--- config.mk ---
export PLATFORM = sky130hd
export DESIGN_NAME = event_scaler
export DESIGN_NICKNAME = d
export VERILOG_FILES = /design/src/rtl/event_scaler.sv
export SDC_FILE = /design/constraint.sdc
export NUM_CORES = 1
export LEC_CHECK = 0
export CAP_MARGIN = 20
export CORE_UTILIZATION = 60
export CTS_BUF_LIST = sky130_fd_sc_hd__clkbuf_4 sky130_fd_sc_hd__clkbuf_8 sky130_fd_sc_hd__clkbuf_16
export DETAILED_ROUTE_END_ITERATION = 8
export PLACE_DENSITY_LB_ADDON = 0.3
export SLEW_MARGIN = 40
export SYNTH_ARGS = -nofsm -noshare
export SYNTH_HDL_FRONTEND = slang
export SYNTH_SLANG_ARGS = --single-unit
--- constraint.sdc ---
create_clock -name clk_i -period 2.7 [get_ports clk_i]
set_input_delay 0.675 -clock clk_i [delete_from_list [all_inputs] [get_ports clk_i]]
set_output_delay 0.675 -clock clk_i [all_outputs]
set_load 0.02 [all_outputs]
--- src/rtl/event_scaler.sv ---
// Windowed per-channel event counter: each period tick snapshots all counts and streams them out.
// First beat one cycle after the tick; valid/ready readout, a tick that lands mid-readout is dropped and flagged.
module event_scaler #(
    parameter  int NCHAN  = 4,
    parameter  int WIDTH  = 24,
    localparam int CHAN_W = (NCHAN > 1) ? $clog2(NCHAN) : 1
) (
    input  logic              clk_i,
    input  logic              rst_ni,
    input  logic              ce_i,
    input  logic [NCHAN-1:0]  event_i,
    input  logic              period_tick_i,
    input  logic              clear_i,
    output logic [WIDTH-1:0]  scaler_dat_o,
    output logic [CHAN_W-1:0] scaler_chan_o,
    output logic              scaler_last_o,
    output logic              scaler_valid_o,
    input  logic              scaler_ready_i,
    output logic              overrun_o
);

    typedef enum logic {
        S_IDLE = 1'b0,
        S_SEND = 1'b1
    } state_t;

    state_t              r_state;
    logic [CHAN_W-1:0]   r_chan;
    logic                r_overrun;
    logic [WIDTH-1:0]    r_acc  [NCHAN];
    logic [WIDTH-1:0]    r_hold [NCHAN];

    logic [WIDTH-1:0]    w_acc_sat [NCHAN];
    logic                w_accept;
    logic                w_last;
    logic                w_load;

    // Count including this cycle's event, stuck at all-ones once full.
    always_comb begin
        for (int n = 0; n < NCHAN; n++) begin
            w_acc_sat[n] = r_acc[n];
            if (ce_i && event_i[n] && !(&r_acc[n]))
                w_acc_sat[n] = r_acc[n] + WIDTH'(1);
        end
    end

    assign w_accept = (r_state == S_SEND) && scaler_ready_i;
    assign w_last   = (r_chan == CHAN_W'(NCHAN - 1));
    // A tick on the final accepted beat counts as a tick in idle.
    assign w_load   = period_tick_i && ((r_state == S_IDLE) || (w_accept && w_last));

    always_ff @(posedge clk_i or negedge rst_ni) begin
        if (!rst_ni) begin
            r_state   <= S_IDLE;
            r_chan    <= '0;
            r_overrun <= 1'b0;
            for (int n = 0; n < NCHAN; n++) begin
                r_acc[n]  <= '0;
                r_hold[n] <= '0;
            end
        end else if (clear_i) begin
            r_state   <= S_IDLE;
            r_chan    <= '0;
            r_overrun <= 1'b0;
            for (int n = 0; n < NCHAN; n++) begin
                r_acc[n]  <= '0;
                r_hold[n] <= '0;
            end
        end else begin
            r_overrun <= period_tick_i && !w_load;
            for (int n = 0; n < NCHAN; n++)
                r_acc[n] <= period_tick_i ? '0 : w_acc_sat[n];
            if (w_load) begin
                for (int n = 0; n < NCHAN; n++)
                    r_hold[n] <= w_acc_sat[n];
                r_chan  <= '0;
                r_state <= S_SEND;
            end else if (w_accept) begin
                if (w_last)
                    r_state <= S_IDLE;
                else
                    r_chan <= r_chan + CHAN_W'(1);
            end
        end
    end

    assign scaler_valid_o = (r_state == S_SEND);
    assign scaler_dat_o   = r_hold[r_chan];
    assign scaler_chan_o  = r_chan;
    assign scaler_last_o  = w_last;
    assign overrun_o      = r_overrun;

endmodule

* Word-level counts from Yosys, hierarchy flattened
Index checks and enable logic that the tools add are counted.
** Storage, ports and cells
- ROM bits :: 0
- Bits in registers :: 196
- Output and inout bits :: 29
- Bits in latches :: 0
- Bits in writable memories :: 0
- Memories kept :: 0
** Cells by class
- Multipliers :: 0
- Reduce and logical (&&, ||, !) cells :: 27
- Equal/unequal tests :: 2
- Magnitude comparators :: 1
- Div/mod/pow operators :: 0
- Bitwise gates (word level) :: 2
- Muxes and demuxes :: 23
- Add/sub/neg operators :: 5
- Shift operators :: 0
** Operators with widths (count)
- $mux W96 :: 3
- $mux W24 :: 10
- $add A24 B1 Y24 const B :: 4
- $reduce_and A24 Y1 :: 4
- $bmux W24 S2 :: 1
- $logic_and A1 B1 Y1 :: 12
- $mux W2 :: 4
- $reduce_bool A3 Y1 :: 2
- $logic_not A1 Y1 :: 5
- $mux W1 :: 5
- $reduce_and A2 Y1 :: 2
- $ge A3 B3 Y1 const B :: 1
- $ne A3 B2 Y1 const B :: 1
- $not A2 Y3 :: 1
- $add A2 B1 Y2 const B :: 1
- $eq A2 B2 Y1 const B :: 1
- $reduce_bool A2 Y1 :: 1
- $logic_or A1 B1 Y1 :: 1
- $not A1 Y1 :: 1

* Logic depth before layout (Yosys ltp)
- Depth in word-level cells :: 7
- Gate-level depth with buffers :: 8
- Gate-level depth less buffers :: 6

* Worst setup path after synthesis
OpenSTA, ideal clock, no wires.
- Path type :: register -> output
- Start :: register r_chan[0], in the netlist scaler_chan_o[0]
- End :: output scaler_dat_o[10]
- Data arrival time :: 2.028 ns
- Slack :: -0.003 ns
- Stages on the path, launching flop included :: 4
- Buffers on the path :: 2
- Path through :: dfrtp_1 > clkbuf_1 > buf_1 > mux4_2
** Between the ends
- Word-level cells in the longest chain between the ends :: 4
** Ends and longest elaborated chain
- start: declaration :: line 28 : logic [CHAN_W-1:0] r_chan;
- start signal: assignment :: line 82 : r_chan <= r_chan + CHAN_W'(1);
- $not A2 Y3 (implied by the code) :: line 88 : assign scaler_dat_o = r_hold[r_chan];
- $bmux W24 S2 :: line 88
- $mux W24 (implied by the code) (2 in series) :: line 88
- end: declaration :: line 14 : output logic [WIDTH-1:0] scaler_dat_o,
Every way passes these cells. The select of a mux whose other input is x is not followed.

* Worst setup path in the final report
- Start :: register r_chan[0], in the netlist scaler_chan_o[0]
- End :: output scaler_dat_o[4]
Same word-level chain as after synthesis.

==> implementation parameters <==
Parameter                              Value

Worst setup path
  Required time worst endpoint    2030 ps
  Worst-path maximum fanout    8
  Crit end category    primary output
  Worst reg2reg setup slack    240 ps
  Data arrival time of the critical path    2030 ps
  Startpoint class of the critical path    flip-flop
  CP Class    reg -> out

Die
  Number of cell rows    46
  Core Box Area    15800 sq um
  Die Height    129 um
  Initial core utilization    61.2%
  Die outline area    16700 sq um
  I/O pins    39
  Die Wd    129 um

Power and ir drop
  Leakage power    4.62 nW
  Max IR drop VDD    0.464 mV
  PD cells    533 nW/um^2

Synthesis
  Most area-hungry cell type in the Yosys netlist    sky130_fd_sc_hd__dfrtp_1
  Top post-synthesis cells by area    sky130_fd_sc_hd__dfrtp_1 51%, sky130_fd_sc_hd__xnor2_1 6.1%, sky130_fd_sc_hd__mux4_2 5.6%
  Cell with the most instances after synthesis    sky130_fd_sc_hd__dfrtp_1
  Synth Net Count    979
  Predominant post-synthesis flop cell    sky130_fd_sc_hd__dfrtp_1
  Most frequent cells after synthesis    196 x sky130_fd_sc_hd__dfrtp_1, 142 x sky130_fd_sc_hd__nor2_1, 82 x sky130_fd_sc_hd__nand2_1, 68 x sky130_fd_sc_hd__xnor2_1, 59 x sky130_fd_sc_hd__o21ai_0
  Share of the synthesized area in the top cell type    50.6%
  Sequential area share after synthesis    50.6%
  Syn avg cell area    10.1 sq um
  Post-synthesis cell count    964
  Fraction of registers with async set/reset    100%
  Synthesized area    9690 sq um
  Yosys synthesis warning count    0
  FF+latch count, synth    196
  Number of enable flip-flop cells after synthesis    0
  Count of different cell masters after synthesis    56

Global route
  Wire length of the first global-routing pass    43.7 mm
  Pin count of the biggest net entering global routing    55
  Antenna violations before repair    1
  Overflow after GRT    0
  Number of global-route vias before repair    8045
  Global router's overall resource usage    35.2%

Layout
  Synthesis-to-layout area growth    16.2%
  Net count of the finished layout    1040
  Flip-flop and latch area    4910 sq um
  Area occupied by multi-input gates    4560 sq um
  Fill count    1136
  Ratio of cells with drive above 1 in the final layout    13.8%
  Fin area    11300 sq um

Placement
  Count of buffers from port buffering    38
  HPWL after detailed placement    19.1 mm
  Weighted congestion at the end of routability-driven global placement    0.958
  Post-Place Cell Area    10700 sq um

Clocking
  TritonCTS clock tree    done
  Number of buffers inserted by hold repair at cts    0
  Clock sink total    196
  Worst-case clock buffer depth    2
  Root buffer selected by CTS    sky130_fd_sc_hd__clkbuf_16
  Inserted Clock Buffers    17
  CTS clk-pin slew, worst paths    80 ps
  H-tree depth    4
  Source-to-sink clock delay at the later pin of the worst-skew pair    440 ps
  Number of post-CTS setup repair buffers    0

Timing
  Unrepaired setup endpoints after global routing    yes
  Ratio of final minimum period to clock period    100%
  Post-layout worst setup margin    -3.13 ps
  Final min period    2700 ps
  Count of final max-slew check failures    0
  Max Fclk    0.370 GHz
  Fin Setup TNS    -3.13 ps
  Number of failing hold endpoints at the final stage    0
  Slew Limit Headroom    48.8%
  Final setup vio count    1
  Worst Skew    11.8 ps
  Worst-Margin Slew    761 ps

Drt
  Initial drt markers    694
  Total via count after detailed routing    8180
  Post-detailed-route wirelength per cell    21.8 um
  Detailed Route WL    27.3 mm
  Vias per cell    6.52
  1st-pass router iterations    6
  Count of unresolved DRC violations after routing    0
  Number of nets with antenna violations after routing    0

Hold path
  Class of the tightest hold or removal check    in -> async

Status
  Failing checks    negative setup slack
  Status    finished with violations

Flow run
  Total of max-cap violations    0
==> what timing repair did <==
| action | CTS | global route |
|---|---|---|
| resized for setup | 25 | 2 |
| endpoints found under the setup margin | 25 | 12 |
| endpoints found under the hold margin | 0 | 0 |
| gates cloned | 0 | 0 |
==> area by class of cell <==
cell class,count,share of cell area (%)
diodes,1,0.0222
clock buffers,22,4.17
clock inverters,10,0.967
inverters,7,0.233
multi-input cells,702,40.5
flip-flops and latches,196,43.6
well taps,216,2.40
repair buffers,101,8.18
==> cells in the final DEF (no fill, tap or decap), drive strengths merged, types with 13 or more instances in the layout <==
master,count
dlygate4sd2,25
dfrtp,196
a211oi,47
nor4,24
nor3,24
xnor2,68
nand4,36
mux4,24
buf,64
and3,15
nand3,31
nor2,142
clkbuf,23
xor2,13
a21oi,37
nand2,82
o21ai,60
==> power breakdown <==
| part | switching [mW] | internal [mW] | leakage (nW) | total, mW |
|---|---|---|---|---|
| clock network | 1.10 | 1.42 | 0.287 | 2.52 |
| registers | 0.0509 | 2.99 | 2.70 | 3.04 |
| logic | 0.292 | 0.154 | 1.62 | 0.446 |
| total | 1.44 | 4.56 | 4.62 | 6.01 |
==> stage by stage <==
step                      hold slack (ps)  utilization (%)  setup slack, ps  instances  total power, mW
after floorplan                       379                -             10.7        964             3.29
after global placement                460             67.7             -211       1222             3.53
after detailed placement              470             67.7             -226       1222             3.54
after CTS                             194             71.1            0.590       1254             6.02
after global routing                  215             71.1            -31.1       1254             6.17
final                                 180             71.1            -3.13       1255             6.01
==> worst paths after layout <==
path                                         startpoint                         end  cells past startpoint
max                        scaler_chan_o[0]$_DFFE_PN0P_             scaler_dat_o[4]                      3
min                                              rst_ni  scaler_valid_o$_DFFE_PN0P_                      1
max reg2reg                         r_acc[10]$_DFF_PN0_       r_hold[1]$_DFFE_PN0P_                      6
min reg2reg                      r_hold[93]$_DFFE_PN0P_      r_hold[93]$_DFFE_PN0P_                      2
max in group asynchronous                        rst_ni         r_acc[24]$_DFF_PN0_                      2
min in group clk_i               r_hold[93]$_DFFE_PN0P_      r_hold[93]$_DFFE_PN0P_                      2
==> state kept, by name (all words and copies together) (netlist names) <==
signal          flops
overrun_o           1
r_acc              96
r_hold             96
scaler_chan_o       2
scaler_valid_o      1
==> cells by family after synthesis <==
family / synth area share (%)
simple gates: 20.1
flops: 50.6
compound gates: 12.5
xor+xnor: 7.32
buf+inv: 2.61
mux: 6.20
fa+ha+maj: 0.645
==> worst max-delay path, stage by stage (launching register included) <==
cell and delay, ps:
sky130_fd_sc_hd__dfrtp_2 440, sky130_fd_sc_hd__buf_4 250, sky130_fd_sc_hd__mux4_2 550, sky130_fd_sc_hd__dlygate4sd2_1 340
==> routing by layer <==
layer	global-route usage, %	share of wire (%)	vias to the layer above
li1	-	-	3637
met5	0	0	-
met2	55.0	47	397
met1	45.9	40	4056
met4	17.6	4.4	0
met3	8.96	8.6	90
(Power assumes the default switching activity.)
